### config.mk
export PLATFORM = sky130hd
export DESIGN_NAME = arp_recv
export DESIGN_NICKNAME = d
export VERILOG_FILES = /design/src/rtl/eth_pkg.sv /design/src/rtl/arp_recv.sv
export SDC_FILE = /design/constraint.sdc
export NUM_CORES = 1
export LEC_CHECK = 0
export CELL_PAD_IN_SITES_DETAIL_PLACEMENT = 0
export CELL_PAD_IN_SITES_GLOBAL_PLACEMENT = 1
export CORE_AREA = 2 2 138 140
export CTS_CLUSTER_DIAMETER = 150
export DETAILED_ROUTE_END_ITERATION = 8
export DIE_AREA = 0 0 140 142
export GPL_TIMING_DRIVEN = 0
export PLACE_DENSITY = 0.78
export SYNTH_ARGS = -nofsm -noshare
export SYNTH_HDL_FRONTEND = slang
export SYNTH_SLANG_ARGS = --single-unit
### constraint.sdc
create_clock -name clk -period 2.7 [get_ports clk]
set_input_delay 0.405 -clock clk [delete_from_list [all_inputs] [get_ports clk]]
set_output_delay 0.405 -clock clk [all_outputs]
set_load 0.005 [all_outputs]
### src/rtl/eth_pkg.sv
`default_nettype none
// +----------------------------------------------------------------------------
// | Package : eth_pkg
// | Ethernet/ARP field constants shared by the ARP receive and transmit paths.
// | Rev 1.0 - initial release
// +----------------------------------------------------------------------------
package eth_pkg;

  localparam logic [15:0] ETHERTYPE_ARP  = 16'h0806;
  localparam logic [15:0] ARP_HTYPE_ETH  = 16'h0001;
  localparam logic [15:0] ARP_PTYPE_IPV4 = 16'h0800;
  localparam logic [7:0]  ARP_HLEN_ETH   = 8'h06;
  localparam logic [7:0]  ARP_PLEN_IPV4  = 8'h04;

  typedef enum logic [15:0] {
    ARP_OP_REQUEST = 16'h0001,
    ARP_OP_REPLY   = 16'h0002
  } arp_oper_e;

  localparam logic [7:0] PREAMBLE_BYTE = 8'h55;
  localparam logic [7:0] SFD_BYTE      = 8'hD5;

  localparam logic [5:0] PREAMBLE_MAX  = 6'd7;
  localparam logic [5:0] HDR_LAST_BYTE = 6'd41;

endpackage : eth_pkg
`default_nettype wire

### src/rtl/arp_recv.sv
`default_nettype none
// +----------------------------------------------------------------------------
// | Module  : arp_recv
// | Parses a GMII byte stream and flags ARP requests/replies aimed at SELF_IP.
// | Rev 1.0 - initial release
// +----------------------------------------------------------------------------
module arp_recv
  import eth_pkg::*;
#(
  parameter logic [47:0] SELF_MAC = 48'h0023543C471B,
  parameter logic [31:0] SELF_IP  = 32'h0A000021
) (
  input  logic        clk,
  input  logic        rst_n,
  input  logic [7:0]  i_data,
  input  logic        i_data_vl,
  output logic        o_arp_req,
  output logic        o_arp_resp,
  output logic [47:0] o_sha,
  output logic [31:0] o_spa
);

  typedef enum logic [2:0] {
    ST_IDLE     = 3'd0,
    ST_PREAMBLE = 3'd1,
    ST_HEADER   = 3'd2,
    ST_WAIT_END = 3'd3,
    ST_DROP     = 3'd4
  } state_e;

  localparam logic [15:0] c_op_req = 16'(ARP_OP_REQUEST);
  localparam logic [15:0] c_op_rep = 16'(ARP_OP_REPLY);

  state_e      r_state;
  state_e      w_state_next;
  logic [5:0]  r_cnt;
  logic        r_reject;
  logic        r_not_bcast;
  logic        r_not_self;
  logic        r_is_reply;
  logic [47:0] r_sha_cap;
  logic [31:0] r_spa_cap;

  logic [7:0]  w_mac_byte;
  logic [7:0]  w_ip_byte;
  logic        w_bcast_miss;
  logic        w_self_miss;
  logic        w_mismatch;
  logic        w_last;
  logic        w_accept;

  always_ff @(posedge clk) begin
    if (!rst_n) r_state <= ST_IDLE;
    else        r_state <= w_state_next;
  end

  always_comb begin
    w_state_next = r_state;
    case (r_state)
      ST_IDLE: begin
        if (i_data_vl) begin
          if (i_data == PREAMBLE_BYTE) w_state_next = ST_PREAMBLE;
          else if (i_data == SFD_BYTE) w_state_next = ST_HEADER;
          else                         w_state_next = ST_DROP;
        end
      end
      ST_PREAMBLE: begin
        if (!i_data_vl)                                         w_state_next = ST_IDLE;
        else if (i_data == PREAMBLE_BYTE && r_cnt < PREAMBLE_MAX) w_state_next = ST_PREAMBLE;
        else if (i_data == SFD_BYTE)                            w_state_next = ST_HEADER;
        else                                                    w_state_next = ST_DROP;
      end
      ST_HEADER: begin
        if (!i_data_vl)  w_state_next = ST_IDLE;
        else if (w_last) w_state_next = ST_WAIT_END;
      end
      ST_WAIT_END, ST_DROP: begin
        if (!i_data_vl) w_state_next = ST_IDLE;
      end
      default: w_state_next = ST_IDLE;
    endcase
  end

  // Field checks indexed by header byte position; DST may be broadcast or ours.
  always_comb begin
    w_mac_byte = 8'h00;
    case (r_cnt)
      6'd0: w_mac_byte = SELF_MAC[47:40];
      6'd1: w_mac_byte = SELF_MAC[39:32];
      6'd2: w_mac_byte = SELF_MAC[31:24];
      6'd3: w_mac_byte = SELF_MAC[23:16];
      6'd4: w_mac_byte = SELF_MAC[15:8];
      6'd5: w_mac_byte = SELF_MAC[7:0];
      default: w_mac_byte = 8'h00;
    endcase
    w_ip_byte = 8'h00;
    case (r_cnt)
      6'd38: w_ip_byte = SELF_IP[31:24];
      6'd39: w_ip_byte = SELF_IP[23:16];
      6'd40: w_ip_byte = SELF_IP[15:8];
      6'd41: w_ip_byte = SELF_IP[7:0];
      default: w_ip_byte = 8'h00;
    endcase
    w_bcast_miss = r_not_bcast | (i_data != 8'hFF);
    w_self_miss  = r_not_self  | (i_data != w_mac_byte);
    w_mismatch   = 1'b0;
    case (r_cnt)
      6'd5:  w_mismatch = w_bcast_miss & w_self_miss;
      6'd12: w_mismatch = (i_data != ETHERTYPE_ARP[15:8]);
      6'd13: w_mismatch = (i_data != ETHERTYPE_ARP[7:0]);
      6'd14: w_mismatch = (i_data != ARP_HTYPE_ETH[15:8]);
      6'd15: w_mismatch = (i_data != ARP_HTYPE_ETH[7:0]);
      6'd16: w_mismatch = (i_data != ARP_PTYPE_IPV4[15:8]);
      6'd17: w_mismatch = (i_data != ARP_PTYPE_IPV4[7:0]);
      6'd18: w_mismatch = (i_data != ARP_HLEN_ETH);
      6'd19: w_mismatch = (i_data != ARP_PLEN_IPV4);
      6'd20: w_mismatch = (i_data != c_op_req[15:8]);
      6'd21: w_mismatch = (i_data != c_op_req[7:0]) && (i_data != c_op_rep[7:0]);
      6'd38, 6'd39, 6'd40, 6'd41: w_mismatch = (i_data != w_ip_byte);
      default: w_mismatch = 1'b0;
    endcase
    w_last   = (r_state == ST_HEADER) && i_data_vl && (r_cnt == HDR_LAST_BYTE);
    w_accept = w_last && !(r_reject || w_mismatch);
  end

  always_ff @(posedge clk) begin
    if (!rst_n) begin
      r_cnt       <= 6'd0;
      r_reject    <= 1'b0;
      r_not_bcast <= 1'b0;
      r_not_self  <= 1'b0;
      r_is_reply  <= 1'b0;
      r_sha_cap   <= 48'h0;
      r_spa_cap   <= 32'h0;
      o_arp_req   <= 1'b0;
      o_arp_resp  <= 1'b0;
      o_sha       <= 48'h0;
      o_spa       <= 32'h0;
    end else begin
      o_arp_req  <= 1'b0;
      o_arp_resp <= 1'b0;
      if (r_state == ST_HEADER) begin
        if (i_data_vl) begin
          if (r_cnt != 6'h3F) r_cnt <= r_cnt + 6'd1;
          r_reject <= r_reject | w_mismatch;
          if (r_cnt < 6'd6) begin
            r_not_bcast <= w_bcast_miss;
            r_not_self  <= w_self_miss;
          end
          if (r_cnt == 6'd21) r_is_reply <= (i_data == c_op_rep[7:0]);
          if (r_cnt >= 6'd22 && r_cnt <= 6'd27) r_sha_cap <= {r_sha_cap[39:0], i_data};
          if (r_cnt >= 6'd28 && r_cnt <= 6'd31) r_spa_cap <= {r_spa_cap[23:0], i_data};
          if (w_accept) begin
            o_sha      <= r_sha_cap;
            o_spa      <= r_spa_cap;
            o_arp_req  <= !r_is_reply;
            o_arp_resp <= r_is_reply;
          end
        end
      end else begin
        // Outside the header the counter tracks preamble length; SFD clears it.
        r_reject    <= 1'b0;
        r_not_bcast <= 1'b0;
        r_not_self  <= 1'b0;
        if (r_state == ST_IDLE)
          r_cnt <= (i_data_vl && i_data == PREAMBLE_BYTE) ? 6'd1 : 6'd0;
        else if (r_state == ST_PREAMBLE && i_data_vl &&
                 i_data == PREAMBLE_BYTE && r_cnt < PREAMBLE_MAX)
          r_cnt <= r_cnt + 6'd1;
        else
          r_cnt <= 6'd0;
      end
    end
  end

endmodule : arp_recv
`default_nettype wire
* Yosys cells after proc, flatten, opt, wreduce, memory -nomap -nowiden
Index checks and enable logic that the tools add are counted.
** Storage, ports and cells
- Flip-flop bits (word level) :: 175
- Latch bits :: 0
- RAM bits :: 0
- Bits in read-only memories :: 0
- Bits of input ports :: 11
- Output and inout bits :: 82
- Word-level logic and storage cells :: 111
- Memories :: 0
** Cells by class
- Add/subtract/negate cells :: 1
- $mul :: 0
- Div/mod/pow operators :: 0
- Order comparisons :: 6
- Eq/ne operators :: 40
- Shift-type cells :: 0
- Muxes and demuxes :: 18
- Bitwise logic cells :: 4
- Reductions and logical operators :: 30
** Operators by type and width (number)
- 6-bit by 5-bit equality test with 1-bit output, second input constant :: 6
- 7-bit one-hot mux with 5 select lines :: 1
- 6-bit 2-to-1 mux :: 5
- 6-bit by 4-bit equality test with 1-bit output, second input constant :: 4
- 6-bit equality test, second input constant :: 4
- 3-bit 2-to-1 mux :: 8
- 8-bit by 3-bit inequality test with 1-bit output, second input constant :: 2
- 8-bit inequality test :: 2
- 3-bit AND reduction :: 5
- 6-bit by 2-bit equality test with 1-bit output, second input constant :: 2
- 6-bit by 3-bit equality test with 1-bit output, second input constant :: 2
- 6-bit by 5-bit >= comparator with 1-bit output, second input constant :: 2
- 6-bit by 5-bit less-or-equal comparator with 1-bit output, second input constant :: 2
- 6-bit by 3-bit < comparator with 1-bit output, second input constant :: 2
- 3-bit one-hot mux with 4 select lines :: 1
- 6-bit one-hot mux with 2 select lines :: 1
- 1-bit logical AND :: 11
- 8-bit by 2-bit equality test with 1-bit output, second input constant :: 1
- 8-bit by 7-bit equality test with 1-bit output, second input constant :: 1
- 8-bit equality test, second input constant :: 1
- 8-bit by 1-bit inequality test with 1-bit output, second input constant :: 1
- 8-bit by 2-bit inequality test with 1-bit output, second input constant :: 1
- 8-bit by 4-bit inequality test with 1-bit output, second input constant :: 1
- 8-bit inequality test, second input constant :: 1
- other kinds (22) :: 32

* Depth between registers and ports, before layout
- Depth in word-level cells :: 10
- Gate-level depth with buffers :: 11
- Depth with buffers taken out :: 9

* Least setup slack after synthesis
OpenSTA, ideal clock, no wires.
- Path type :: register to register
- From :: register r_cnt[1]
- To :: register o_sha[0]
- Setup time :: 72 ps
- Arrival :: 2437 ps
- Data required time :: 2628 ps
- Slack :: 191 ps
- Stages on the path, launching flop included :: 11
- Path through :: dfxtp_1 inv_1 ha_1 clkbuf_1 nand4_1 nor3_1 or3b_1 a2111oi_2 buf_6 buf_12 mux2i_1
** Between the ends
- Word-level cells in the longest chain between the ends :: 10
** RTL lines
- start, declared :: line arp_recv.sv:36 : logic [5:0] r_cnt;
- start signal, assigned :: line arp_recv.sv:144 : if (r_cnt != 6'h3F) r_cnt <= r_cnt + 6'd1;
- start signal, assigned :: line arp_recv.sv:166 : r_cnt <= (i_data_vl && i_data == PREAMBLE_BYTE) ? 6'd1 : 6'd0;
- start signal, assigned :: line arp_recv.sv:169 : r_cnt <= r_cnt + 6'd1;
- 6-bit by 3-bit equality test with 1-bit output (tied with other cells) :: line arp_recv.sv:87, arp_recv.sv:107
- 7-bit one-hot mux with 5 select lines :: line arp_recv.sv:87 : case (r_cnt)
- 8-bit inequality test :: line arp_recv.sv:105 : w_self_miss = r_not_self | (i_data != w_mac_byte);
- 1-bit OR :: line arp_recv.sv:105
- 1-bit AND :: line arp_recv.sv:108 : 6'd5: w_mismatch = w_bcast_miss & w_self_miss;
- 1-bit one-hot mux with 8 select lines :: line arp_recv.sv:107 : case (r_cnt)
- 1-bit logical OR :: line arp_recv.sv:123 : w_accept = w_last && !(r_reject || w_mismatch);
- 1-bit logical NOT :: line arp_recv.sv:123
- 1-bit logical AND (*) :: line arp_recv.sv:123
- 3-bit AND reduction (no line) (*)
- end signal, assigned :: line arp_recv.sv:154 : o_sha <= r_sha_cap;
- end, declared :: line arp_recv.sv:19 : output logic [47:0] o_sha,
Mark *: on every way between the ends. The rest lies on a longest branch, timed or not.
A chain may end at the register's enable or synchronous reset.

* Worst setup path in the final report
- From :: register r_cnt[2]
- To :: register o_spa[14]
** Between the ends
- Word-level cells in the longest chain between the ends :: 10
** RTL lines
- 6-bit by 3-bit equality test with 1-bit output (tied with other cells) :: line arp_recv.sv:87, arp_recv.sv:107
- 7-bit one-hot mux with 5 select lines :: line arp_recv.sv:87
- 8-bit inequality test :: line arp_recv.sv:105
- 1-bit OR :: line arp_recv.sv:105
- 1-bit AND :: line arp_recv.sv:108
- 1-bit one-hot mux with 8 select lines :: line arp_recv.sv:107
- 1-bit logical OR :: line arp_recv.sv:123
- 1-bit logical NOT :: line arp_recv.sv:123
- 1-bit logical AND (*) :: line arp_recv.sv:123
- 3-bit AND reduction (no line) (*)
- end signal, assigned :: line arp_recv.sv:155 : o_spa <= r_spa_cap;
- end, declared :: line arp_recv.sv:20 : output logic [31:0] o_spa
Marks and branches as above.

==> results.py <==
metrics = {
    "floorplanning": {
        "die_w_um": 140,
        "core_area_sq_um": 18500,
        "boundaryPins": 93,
        "initial_core_util_pct": 40.9,
        "die_h_um": 142,
        "die-area_sq_um": 19900,
        "rows": 50,
    },
    "detailed_routing": {
        "ant_nets": 0,
        "wl_per_cell_um": 14.9,
        "drt-initial-drc-count": 238,
        "dr.pass1.iters": 9,
        "drc_errors": 4,
        "routed-via-count": 6203,
        "via_per_inst": 4.99,
        "wl_um": 18500,
    },
    "synth": {
        "seq_area_frac_synth_pct": 46.4,
        "syn_inst": 885,
        "synth_fp_nets": 900,
        "ys_warn_count": 0,
        "synth_edf_count": 0,
        "syn-mean-instance-area_sq_um": 8.53,
        "synth_area_leaders": "dfxtp_1 (46%), nand2_1 (17%), mux2i_1 (11%)",
        "async_flop_share_pct": 0,
        "yosysTopAreaCellShare_pct": 46.4,
        "synth_cell_types": 57,
        "synth_top_area_cell": "dfxtp_1",
        "syn_area_sq_um": 7550,
        "synth-main-ff-cell": "dfxtp_1",
        "synth_seq_cells": 175,
    },
    "outcome": {
        "violations": "DRC",
        "outcome": "complete, but fails checks",
    },
    "clocking": {
        "cts_root_buffer": "clkbuf_16",
        "clk_path_buf_depth": 2,
        "htreeDepth": 4,
        "cts_tree": "yes",
        "clock_sinks": 175,
        "worstSkewPairLatency_ns": 0.43,
        "cts_made_buffers": 17,
        "cts.clk_slew.worst_paths_ns": 0.06,
    },
    "global_route": {
        "antenna_found_initial": 0,
        "grt_overflow": 0,
        "grt_first_pass_wirelength_um": 30100,
        "grt_max_degree": 17,
        "grt_usage_pct": 18.9,
        "grt_pass1_vias": 5904,
    },
    "place": {
        "gp_congestion": 0.873,
        "dp_hpwl_um": 13500,
        "portBuffers": 87,
    },
    "timing": {
        "skew_ns": 0.00830,
        "worst_slew_pin_slew_ns": 0.902,
        "drv_slew": 0,
        "finalHoldViolations": 0,
        "setup-violations-final": 0,
        "max_slew_margin_pct": 39.3,
        "max_freq_ghz": 0.385,
        "fin_crit_sh_pct": 96.1,
        "period_minus_slack_ns": 2.59,
    },
    "cells_and_area": {
        "final_nets": 1010,
        "syn_to_final_growth_pct": 26.3,
        "drive_above_1_share_pct": 7.24,
        "n_fill_cell": 1767,
        "diodes": 0,
        "utilization_pct": 51.7,
    },
    "critical_path": {
        "cp_max_fo": 10,
        "cp-end-kind": "register",
        "worstPathRequired_ns": 3.05,
        "worstSetupPathType": "register to register",
        "crit_path_start_kind": "register",
        "critPathArrivalTime_ns": 2.94,
    },
    "run": {
        "drv_cap": 0,
    },
    "pwr": {
        "powerDensity_nw_per_um2": 589,
        "leakagePower_uw": 0.00298,
        "finalPower_uw": 5620,
        "peakVddDrop_mv": 0.434,
    },
    "min_path": {
        "hp-class": "input port to register",
    },
}
-- area by class of cell --
class	count	area [sq um]	share of cell area, %
flip-flops and latches	175	3510	36.8
plain buffers	67	414	4.34
clock inverters	13	256	2.69
repair buffers	93	916	9.60
clock buffers	19	443	4.64
inverters	9	33.8	0.354
multi-input cells	632	3680	38.5
well taps	234	293	3.07
-- synthesized netlist by cell type (all sizes together), types with 5 or more instances --
cell    instances
inv             9
a21boi         81
nand3           5
mux2i          82
nor2           14
nand2         339
a21oi          12
a211oi          5
clkbuf         57
nor3            9
o21ai           7
nand2b          6
dfxtp         175
xnor2           5
buf            12
-- sequential cells by signal, summed over array words and instances (netlist names) --
register and flops:
o_sha 48, r_sha_cap 48, o_spa 32, r_spa_cap 32, r_cnt 6, r_state 3, o_arp_req 1, o_arp_resp 1
r_is_reply 1, r_not_bcast 1, r_not_self 1, r_reject 1
-- cell families (layout without fill, tap and decap cells) --
logic type / count (synthesis) / count (layout) / share of synthesized area [%]
compound gates: 128 / 128 / 12.5
simple gates: 410 / 410 / 22.9
mux: 82 / 82 / 10.9
xor+xnor: 8 / 8 / 0.928
buf+inv: 78 / 201 / 5.80
fa+ha+maj: 4 / 4 / 0.663
flops: 175 / 175 / 46.4
-- worst max-delay path, stage by stage (launching register included) --
cell       delay, ns
dfxtp_1         0.31
buf_6           0.13
or4b_4          0.52
o22ai_4         0.15
a21oi_2         0.07
or3_4           0.35
a2111oi_4       0.38
buf_12          0.23
buf_12          0.16
mux2i_1         0.20
-- per-stage QoR --
step                      cell area (sq um)  hold WS [ns]  cells  setup TNS, ns  setup slack [ns]
final                                  9540         0.425   1242              0             0.105
after global routing                   9540         0.432   1242        -0.0226          -0.00747
after CTS                              9490         0.409   1238              0            0.0183
after detailed placement               8710         0.447   1206         -36.71            -0.487
after global placement                 8710         0.442   1206         -38.29            -0.481
after floorplan                        7550         0.426    885              0             0.191
-- report_power, final --
group	internal (uW)	leakage [uW]	total, uW	switching, uW
registers	2580	0.00141	2580	1.37
clock network	1860	0.000334	2900	1040
logic	40.2	0.00124	135	94.8
-- worst paths after layout --
check | slack [ns] | start | depth (start not counted) | endpoint
worst max-delay path | 0.11 | r_cnt[2] | 9 | o_spa[14]
worst min-delay path | 0.42 | i_data_vl | 3 | r_state[2]
worst max register to register | 0.11 | r_cnt[2] | 9 | o_spa[14]
worst min register to register | 0.46 | r_spa_cap[29] | 2 | o_spa[29]
-- layer usage --
metal | track usage (%) | vias to the layer above | wire length [um] | share of wire [%]
li1 | - | 3165 | - | -
met1 | 25.4 | 2907 | 8960 | 48
met2 | 31.0 | 108 | 8710 | 47
met3 | 2.99 | 23 | 556 | 3.0
met4 | 6.86 | 0 | 279 | 1.5
met5 | 0 | - | 0 | 0
-- layout by cell type, fill, tap and decap left out, types with 3 or more instances in the layout --
cell type	instances
a211oi_1	5
a21boi_0	81
a21oi_1	11
a31oi_1	4
and4b_1	3
buf_12	9
buf_4	6
bufinv_16	7
clkbuf_1	51
clkbuf_16	17
clkbuf_2	7
clkdlybuf4s50_1	87
dfxtp_1	173
ha_4	3
inv_1	7
mux2i_1	82
nand2_1	339
nand2b_1	6
nand3_1	5
nand4_1	3
nor2_1	13
nor2b_1	3
nor3_1	7
nor4_1	4
o21ai_0	7
or3_1	3
xnor2_1	5
xor2_1	3
-- what timing repair did --
| item | 4_1_cts | 5_1_grt |
|---|---|---|
| buffers inserted | 2 | 4 |
| pin swaps | 2 | 4 |
| setup endpoints to repair | 80 | 100 |
| hold buffers | 0 | 0 |
| resized for setup | 13 | 16 |
(Power assumes the default switching activity.)
